<file path="src/rtl/exe_div_iter.sv">
// exe_div_iter: iterative restoring radix-2 divider for the EXE stage.
// Takes signed or unsigned operands and produces quotient and remainder
// together. A tag rides alongside each operation, and flush cancels
// whatever is in flight. Handshakes are valid/ready on both sides.
module exe_div_iter #(
    parameter int WIDTH = 32,
    parameter int TAG_W = 5
) (
    input  logic             clk,
    input  logic             reset,
    input  logic             flush,
    input  logic             in_valid,
    output logic             in_ready,
    input  logic             in_signed,
    input  logic [WIDTH-1:0] in_dividend,
    input  logic [WIDTH-1:0] in_divisor,
    input  logic [TAG_W-1:0] in_tag,
    output logic             out_valid,
    input  logic             out_ready,
    output logic [WIDTH-1:0] out_quotient,
    output logic [WIDTH-1:0] out_remainder,
    output logic [TAG_W-1:0] out_tag,
    output logic             busy
);

    localparam int CNT_W = $clog2(WIDTH);

    typedef enum logic [1:0] {IDLE, CALC, DONE} state_t;

    state_t             r_state;
    logic [WIDTH-1:0]   r_rem;
    logic [WIDTH-1:0]   r_quo;
    logic [WIDTH-1:0]   r_divisor;
    logic [WIDTH-1:0]   r_rawDividend;
    logic [CNT_W-1:0]   r_cnt;
    logic               r_qNeg;
    logic               r_rNeg;
    logic               r_dz;
    logic [TAG_W-1:0]   r_tag;

    logic               w_accept;
    logic               w_dividendNeg;
    logic               w_divisorNeg;
    logic [WIDTH-1:0]   w_absDividend;
    logic [WIDTH-1:0]   w_absDivisor;
    logic [WIDTH:0]     w_shift;
    logic               w_fits;
    logic [WIDTH-1:0]   w_diff;

    // A new request may enter from IDLE, or from DONE while the result leaves.
    // Flush blocks acceptance so a cancelled cycle can never start a new operation.
    assign in_ready = !flush && ((r_state == IDLE) || ((r_state == DONE) && out_ready));
    assign w_accept = in_valid && in_ready;

    // Take magnitudes up front. The core then runs a plain unsigned restoring loop,
    // and the signs are reapplied at the output.
    assign w_dividendNeg = in_signed & in_dividend[WIDTH-1];
    assign w_divisorNeg  = in_signed & in_divisor[WIDTH-1];
    assign w_absDividend = w_dividendNeg ? -in_dividend : in_dividend;
    assign w_absDivisor  = w_divisorNeg  ? -in_divisor  : in_divisor;

    // One restoring step. The shifted partial remainder needs WIDTH+1 bits.
    // When the trial subtraction succeeds, the difference is below the divisor,
    // so WIDTH bits are enough to hold it.
    assign w_shift = {r_rem, r_quo[WIDTH-1]};
    assign w_fits  = (w_shift >= {1'b0, r_divisor});
    assign w_diff  = w_shift[WIDTH-1:0] - r_divisor;

    // Control FSM and datapath registers. Flush beats both accept and the output handshake.
    always_ff @(posedge clk or negedge reset) begin
        if (!reset) begin
            r_state       <= IDLE;
            r_rem         <= '0;
            r_quo         <= '0;
            r_divisor     <= '0;
            r_rawDividend <= '0;
            r_cnt         <= '0;
            r_qNeg        <= 1'b0;
            r_rNeg        <= 1'b0;
            r_dz          <= 1'b0;
            r_tag         <= '0;
        end else if (flush) begin
            r_state <= IDLE;
        end else begin
            case (r_state)
                IDLE, DONE: begin
                    if (w_accept) begin
                        r_state       <= CALC;
                        r_rem         <= '0;
                        r_quo         <= w_absDividend;
                        r_divisor     <= w_absDivisor;
                        r_rawDividend <= in_dividend;
                        r_cnt         <= CNT_W'(WIDTH - 1);
                        r_qNeg        <= in_signed & (in_dividend[WIDTH-1] ^ in_divisor[WIDTH-1]);
                        r_rNeg        <= w_dividendNeg;
                        r_dz          <= (in_divisor == '0);
                        r_tag         <= in_tag;
                    end else if (r_state == DONE && out_ready) begin
                        r_state <= IDLE;
                    end
                end
                CALC: begin
                    r_rem <= w_fits ? w_diff : w_shift[WIDTH-1:0];
                    r_quo <= {r_quo[WIDTH-2:0], w_fits};
                    r_cnt <= r_cnt - CNT_W'(1);
                    if (r_cnt == '0) begin
                        r_state <= DONE;
                    end
                end
                default: r_state <= IDLE;
            endcase
        end
    end

    // Result formatting is combinational from registers. Divide-by-zero returns
    // all ones and the raw dividend, whatever the signedness.
    assign out_quotient  = r_dz ? '1            : (r_qNeg ? -r_quo : r_quo);
    assign out_remainder = r_dz ? r_rawDividend : (r_rNeg ? -r_rem : r_rem);
    assign out_tag       = r_tag;
    assign out_valid     = (r_state == DONE);
    assign busy          = (r_state != IDLE);

endmodule
</file>
<file path="config.mk">
export PLATFORM = sky130hd
export DESIGN_NAME = exe_div_iter
export DESIGN_NICKNAME = d
export VERILOG_FILES = /design/src/rtl/exe_div_iter.sv
export SDC_FILE = /design/constraint.sdc
export NUM_CORES = 1
export LEC_CHECK = 0
export CORE_MARGIN = 1.5
export CORE_UTILIZATION = 55
export DETAILED_ROUTE_END_ITERATION = 8
export PLACE_DENSITY = 0.8
export SYNTH_ARGS = -nofsm -noshare
export SYNTH_HDL_FRONTEND = slang
export SYNTH_SLANG_ARGS = --single-unit
</file>
<file path="constraint.sdc">
create_clock -name clk -period 4.5 [get_ports clk]
set_clock_uncertainty 0.1 [all_clocks]
set_input_delay 0.9 -clock clk [delete_from_list [all_inputs] [get_ports clk]]
set_output_delay 0.9 -clock clk [all_outputs]
set_load 0.1 [all_outputs]
</file>
==> Word level (Yosys, flattened, before mapping) <==
Index checks and enable logic that the tools add are counted.
{ "op_classes": {"add_sub_neg": 6, "magnitude_cmp": 1, "n_eq_ne": 5, "muxes": 18, "bitwise": 5, "reduce_logical": 14} }
{ "ops": {"columns": ["cell", "count"], "rows": [
  ["two-way mux 32 bit", 9],
  ["negator 32 bit", 4],
  ["one-hot mux 32 bit (2 select lines)", 2],
  [">= comparator 33 x 32 -> 1 bit", 1],
  ["logical NOT 32 bit", 1],
  ["subtractor 32 bit", 1],
  ["one-hot mux 5 bit (2 select lines)", 1],
  ["two-way mux 2 bit", 4],
  ["AND reduction 3 bit", 2],
  ["logical NOT 5 bit", 1],
  ["two-way mux 5 bit", 1],
  ["subtractor 5 x 1 -> 5 bit (second input constant)", 1],
  ["inequality test 4 bit (second input constant)", 1],
  ["one-hot mux 2 bit (2 select lines)", 1],
  ["nonzero test 2 bit", 2],
  ["bitwise AND 1 bit", 3],
  ["logical AND 1 bit", 3],
  ["inequality test 3 bit (second input constant)", 1],
  ["equality test 2 x 1 -> 1 bit (second input constant)", 1],
  ["equality test 2 bit (second input constant)", 1],
  ["logical NOT 2 bit", 1],
  ["inequality test 2 bit (second input constant)", 1],
  ["AND reduction 2 bit", 1],
  ["OR reduction 2 bit", 1],
  ["other kinds (4)", 4]
]} }
{ "word_totals": {"ff_bits": 143, "inputBits": 75, "out_inout_bits": 72, "elab_cells": 59} }

==> Depth between registers and ports, before layout <==
Gate-level depths: netlist of run 1.
{ "logic_depth": {"ltp_word": 8, "mapped_depth": 14, "depth_no_buf": 13} }

==> Least setup slack after synthesis of run 1 <==
OpenSTA, ideal clock, no wires.
{ "synth_timing": {"kind": "reg-to-output", "from": "reg r_rem[7]", "to": "out out_remainder[23]", "arrival_time_ps": 4713, "required_time_ps": 3500, "path_slack_ps": -1213, "path_stages_with_launch": 10, "n_path_buf": 0, "path_cell_list": "dfrtp_1 -> or4_4 -> nor3_2 -> nand4_1 -> or4_4 -> or4_4 -> or3_4 -> nand2_1 -> xor2_1 -> o21ai_0"} }
{ "synth_via": {"elab_chain_len": 3} }
{ "synth_rtl": {"columns": ["element", "line_no", "rtl"], "rows": [
  ["from (decl)", "31", "logic [WIDTH-1:0] r_rem;"],
  ["from (signal assigned)", "103", "r_rem <= w_fits ? w_diff : w_shift[WIDTH-1:0];"],
  ["negator 32 bit", "118", "assign out_remainder = r_dz ? r_rawDividend : (r_rNeg ? -r_rem : r_rem);"],
  ["two-way mux 32 bit (2 in a row)", "118", null],
  ["to (decl)", "21", "output logic [WIDTH-1:0] out_remainder,"]
]} }
Every way passes these cells.

==> Worst setup path after layout of run 1 <==
{ "layout_timing": {"from": "reg r_rem[7]", "to": "out out_remainder[25]"} }
The elaborated chain is that of the path after synthesis.

==> results.toml, run 1 <==
[clock_network]
clockBufferDepth = 2
clk_latency_ns = 0.43
hold_buffers = 0
cts_root_buf = "clkbuf_16"
htree_levels = 4
cts_buffers = 17
cts_tree = "yes"
cts_sinks = 143
clk_pin_slew_worst_paths_ns = 0.06

[synthesis]
yosysTopAreaCell = "dfrtp_1"
syn_area_um2 = 10700
postSynthAreaPerCell_um2 = 7.75
yosysUniqueCellTypes = 69
synth.area.top_cells = "dfrtp_1 34%, nand2_1 11%, o21ai_0 8.1%, xor2_1 6.2%, xnor2_1 5.2%"
yosysTopAreaCellShare_pct = 33.6
syn_nets = 1489
yosysSeqAreaShare_pct = 33.6
yosys_most_used_dff = "dfrtp_1"
syn-instance-count = 1375
ys_async_sr_fraction_pct = 100
synth_warnings = 0
synth-seq-cells = 143
synth_edf_count = 0

[grt]
grt_use_met2_pct = 48.3
gr-total-overflow = 0
met3_usage_pct = 3.84
grt_pass1_wl_um = 46500
antenna_found_initial = 0
grt_util_met1_pct = 38.3
grt_usage_pct = 28.7
grt_max_degree = 99
grt_pass1_vias = 9430
top_usage_layer = "met2"

[critical_path]
crit_top_cell = "or4_4"
worstRegToRegCells = 12
cp_data_arrival_time_ns = 3.77
worstSetupEndpoint = "out_remainder[25]"
timing.rr.end = "r_rem[11]"
r2r_start = "r_rem[11]"
r2r_slack_ns = 0.88
path_cells = "or4_4 -> nor3_4 -> nand4_1 -> or4_4 -> or4_4 -> or3_4 -> o31ai_2 -> xor2_1 -> o21ai_4 -> buf_12"
cp_slowest_stage_delay_ns = 0.56
slowest_stage = "or4_4"
critPathLaunch = "r_rem[7]"
path_max_fanout = 5
cp-start-kind = "flop"
cp_data_required_time_ns = 3.50
path_class = "reg -> out"
crit_path_end_kind = "output pin"

[route]
drc_errors = 0
drt_iter0_markers = 737
viasPerCell = 5.80
dr.pass1.iters = 5
routedWlPerCell_um = 16.2
wl_um = 28600
postRouteAntennaNets = 0
via_count = 10200

[timing]
clock.fmax_mhz = 210
final-setup-viol-count = 9
rsz0062_at_grt = "yes"
drv_slew = 0
tightest_slew_ns = 1.36
post-route-worst-setup-slack_ns = -0.267
slew_headroom_pct = 9.09
hold_viol_final = 0
finalSetupTns_ns = -1.76
fin_crit_sh_pct = 106
timing.final.crit_period_ns = 4.77

[power]
switching_share_pct = 48.5
pwr-share-seq_pct = 25.0
powerDensity_nw_per_um2 = 531
clockPowerShare_pct = 20.5
total_leakage_power_uw = 0.00597
ir_drop_v = 0.000317
combPwrFrac_pct = 54.5
internal_power_uw = 3680
netSwitchingPower_uw = 3460

[floorplanning]
start_util_pct = 56.6
die_area_um2 = 20200
io_pins = 147
die_w_um = 142
fp.dieH_um = 142
rows = 50
core-area_um2 = 18800

[outcome]
violations = "setup timing"
status = "finished with violations"

[placement]
portBuffers = 146
placed_cells = 1724
gp_congestion = 0.929
hpwl_um = 20900

[finish]
n_antenna_cell = 0
drive_above_1_share_pct = 12.3
final.fill_count = 1423
final_cells = 1766
finalNetCount = 1607
area_growth_pct = 26.2
seqCellArea_um2 = 3580
multi_input_area_um2 = 6850

[hold_path]
hp-class = "reg -> reg"

[run]
cap_violations = 0
==> layout make-up <==
class,count,area share (%)
multi-input combinational,1102,50.9
sequential,143,26.6
timing repair buffer,176,14.0
clock buffer,22,3.60
tap,260,2.42
inverter,53,1.48
clock inverter,10,0.995
==> cell usage after synthesis (all sizes together), types with 13 or more instances <==
cell type	instances
or4	16
o41ai	14
nand3	25
ha	38
a31oi	13
o31ai	27
xor2	75
clkbuf	66
dfrtp	143
mux2i	25
xnor2	63
o21ai	183
nor3	18
nand2	302
a21oi	87
inv	52
nor2	64
==> flip-flops by register name (all words and copies together) (netlist names) <==
name           flops
r_rawDividend     32
r_state            2
r_rNeg             1
out_tag            5
r_cnt              5
r_rem             32
r_dz               1
r_quo             32
r_divisor         32
r_qNeg             1
==> through the flow <==
stage,worst slack [ns],total power (µW),hold slack (ns),area [µm²],util (%)
6_report,-0.267,7140,0.373,13500,71.4
5_1_grt,-0.390,7460,0.397,13500,71.4
4_1_cts,-0.273,7070,0.377,13300,70.8
3_5_place_dp,0.128,5550,0.361,12600,67.0
3_3_place_gp,0.163,5490,0.358,12600,67.0
2_1_floorplan,-0.457,4460,0.339,10800,-
==> logic make-up after synthesis <==
| kind of cell | after synthesis | share of synthesized area [%] |
|---|---|---|
| AOI/OAI and AO/OA | 401 | 22.5 |
| DFF | 143 | 33.6 |
| buffers and inverters | 130 | 4.60 |
| xor gates and xnor gates | 138 | 11.3 |
| muxes | 27 | 2.59 |
| adders and majority gates | 39 | 4.65 |
| and+or+nand+nor | 497 | 20.8 |
==> worst min-delay path by stage <==
| stage | from | to | cells after the start |
|---|---|---|---|
| 2_1_floorplan | r_rawDividend[30] | r_rawDividend[30] | 2 |
| 3_3_place_gp | r_rawDividend[9] | r_rawDividend[9] | 2 |
| 3_5_place_dp | r_rawDividend[30] | r_rawDividend[30] | 2 |
| 4_1_cts | out_tag[0] | out_tag[0] | 2 |
| 5_1_grt | r_rawDividend[7] | r_rawDividend[7] | 2 |
| 6_report | out_tag[0] | out_tag[0] | 2 |
==> power groups by stage <==
| stage | clock network (µW) | registers, µW | logic, µW |
|---|---|---|---|
| after global placement | 0 | 1780 | 3710 |
| after CTS | 1470 | 1770 | 3830 |
| final | 1460 | 1780 | 3890 |
| after detailed placement | 0 | 1790 | 3760 |
| after floorplan | 0 | 1760 | 2700 |
| after global routing | 1520 | 1820 | 4120 |
==> layer usage <==
metal	share of wire [%]	up-vias
met5	0	-
met4	2.3	0
met3	5.3	56
met2	48	363
met1	44	4801
li1	-	5024
==> critical path: cells and delay by family, from the launching register on <==
family | cells | cell delay (ns)
buf+inv | 1 | 0.17
flops | 1 | 0.38
xor+xnor | 1 | 0.28
simple gates | 6 | 2.16
compound gates | 2 | 0.35
==> repair_timing <==
action	CTS	global route
setup endpoints to repair	10	15
hold endpoints to repair	0	0
setup buffers	7	3
resized for setup	9	19
pin swaps	11	15
==> layout by cell type, fill, tap and decap left out, types with 7 or more instances in the layout <==
cell	Yosys	routed
o21ai_1	10	14
or4_4	5	7
nor4_1	10	10
buf_12	0	28
a21o_1	12	12
and3_1	10	10
o21a_1	11	11
dfrtp_1	143	141
xnor2_1	63	63
o211ai_1	7	7
o21bai_1	8	8
nor3_1	17	17
nor2_1	64	63
o21ai_4	0	8
clkbuf_16	0	17
mux2i_1	25	25
inv_1	52	52
o31ai_1	25	22
ha_1	38	38
or3_1	9	8
nand4_1	7	7
o21ai_2	0	7
xor2_1	75	71
o22ai_1	8	8
o21ai_0	173	154
a21oi_1	87	87
buf_4	0	65
o41ai_1	12	12
clkdlybuf4s50_1	0	80
nand2_1	302	301
a31oi_1	13	13
nand3_1	25	24
Power figures use the tool's default switching activity.
==> run 2: changes to the inputs <==
--- a/config.mk
+++ b/config.mk
@@ -12,3 +12,4 @@
 export SYNTH_ARGS = -nofsm -noshare
 export SYNTH_HDL_FRONTEND = slang
 export SYNTH_SLANG_ARGS = --single-unit
+export TNS_END_PERCENT = 1
==> run 2 against run 1 <==
  * Via count down 1.2%
  * The run still ends with setup timing left
  * Worst setup slack better by 0.012 ns
  * Clock power shrank 5%
  * Critical path depth unchanged
  * Maximum frequency is 0.26% higher
  * First-iteration DRC count increased by 0.95%
==> results.toml, run 2 (synthesis results as in run 1) <==
[outcome]
status = "finished with violations"
violations = "setup timing"

[critical_path]
path_class = "reg -> out"
cp_data_required_time_ns = 3.50
cp_data_arrival_time_ns = 3.75
crit_path_end_kind = "output pin"
path_max_fanout = 5
cp-start-kind = "flop"

[route]
postRouteAntennaNets = 0
dr.pass1.iters = 5
wl_um = 28400
via_count = 10100
viasPerCell = 5.74
drt_iter0_markers = 744
routedWlPerCell_um = 16.1
drc_errors = 0

[floorplanning]
die_area_um2 = 20200
core-area_um2 = 18800
die_w_um = 142
start_util_pct = 56.6
io_pins = 147
rows = 50
fp.dieH_um = 142

[placement]
hpwl_um = 21200
placed_cell_area_um2 = 12800
gp_congestion = 0.945
portBuffers = 146

[power]
total_leakage_power_uw = 0.00598
ir_drop_v = 0.000340
powerDensity_nw_per_um2 = 533

[clock_network]
cts_buffers = 17
htree_levels = 4
clk_latency_ns = 0.43
clk_pin_slew_worst_paths_ns = 0.06
clockBufferDepth = 2
hold_buffers = 0
cts_root_buf = "clkbuf_16"
cts_sinks = 143
cts_tree = "yes"
post_cts_buffers = 0

[timing]
tightest_slew_ns = 1.13
hold_viol_final = 0
post-route-worst-setup-slack_ns = -0.255
drv_slew = 0
rsz0062_at_grt = "yes"
slew_headroom_pct = 24.9
clock.fmax_mhz = 210
final-setup-viol-count = 9
hold_ws_ns = 0.370
timing.final.crit_period_ns = 4.75
fin_crit_sh_pct = 106

[finish]
area_growth_pct = 26.6
finalNetCount = 1604
n_antenna_cell = 0
layout_commonest_cell = "nand2_1"
fin_area_um2 = 13500
most-common-layout-cells = "301 x nand2_1, 164 x o21ai_0, 143 x dfrtp_1, 87 x a21oi_1, 80 x clkdlybuf4s50_1"
post-route-util_pct = 71.6
drive_above_1_share_pct = 11.0

[grt]
grt_pass1_wl_um = 47200
grt_max_degree = 105
grt_usage_pct = 28.9
antenna_found_initial = 0
grt_pass1_vias = 9699
gr-total-overflow = 0

[run]
cap_violations = 0

[hold_path]
hp-class = "reg -> reg"
-- run 2: cell count changes in the layout (fill, tap and decap cells not counted), sizes merged --
cell      change
inv           +1
clkbuf        -3
clkinv        -2
buf           -3
bufinv        -1
clkinvlp      +5
-- run 2: cell type report --
cell class,instances,area [µm²]
Clock inverter,13,140
Tap cell,260,325
Sequential cell,143,3580
Clock buffer,19,443
Inverter,53,199
Fill cell,1483,5340
Multi-Input combinational cell,1102,6700
Timing Repair Buffer,173,2100
-- run 2: repair_timing --
action / in CTS / in global routing
endpoints found under the setup margin: 11 / 14
pin swaps: 1 / 3
gates resized for setup: 8 / 9
-- run 2: final timing paths --
path                            start                end  slack (ns)  cells after the start
max in group asynchronous       reset          r_quo[17]        2.96                      2
hold / removal             out_tag[3]         out_tag[3]        0.37                      2
hold reg to reg            out_tag[3]         out_tag[3]        0.37                      2
min in group asynchronous       reset      r_divisor[29]        0.47                      1
setup / recovery             r_rem[7]  out_remainder[31]       -0.25                     10
setup reg to reg             r_rem[5]          r_rem[10]        0.79                     12
-- run 2: per-layer routing --
| metal | track usage (%) | routed length, µm | vias to the layer above | part of all wire, % |
|---|---|---|---|---|
| li1 | - | - | 5035 | - |
| met1 | 37.8 | 12500 | 4704 | 44 |
| met2 | 49.1 | 13600 | 327 | 48 |
| met3 | 4.10 | 1530 | 58 | 5.4 |
| met4 | 10.4 | 785 | 0 | 2.8 |
| met5 | 0 | 0 | - | 0 |
-- run 2: worst max-delay path, stage by stage, from the launching register on --
cell     delay, ns
dfrtp_1       0.37
or4_4         0.57
nor3_4        0.18
nand4_1       0.15
or4_4         0.47
or4_4         0.45
or3_4         0.40
o31ai_4       0.19
xnor2_1       0.10
mux2_4        0.28
buf_12        0.17
-- run 2: power by group --
part | internal, µW | total [µW] | switching (µW) | leakage, µW
Sequential | 1520 | 1780 | 261 | 0.00181
Combinational | 1360 | 4020 | 2660 | 0.00391
Clock | 829 | 1390 | 562 | 0.000264
-- run 2: stage by stage --
stage	cells	setup TNS [ns]	worst slack, ns	power, µW
CTS	1763	-1.95	-0.288	7180
floorplan	1375	-10.97	-0.645	4440
detailed placement	1731	0	0.110	5780
global route	1763	-2.61	-0.360	7540
finish	1763	-1.71	-0.255	7200
global placement	1731	0	0.170	5720
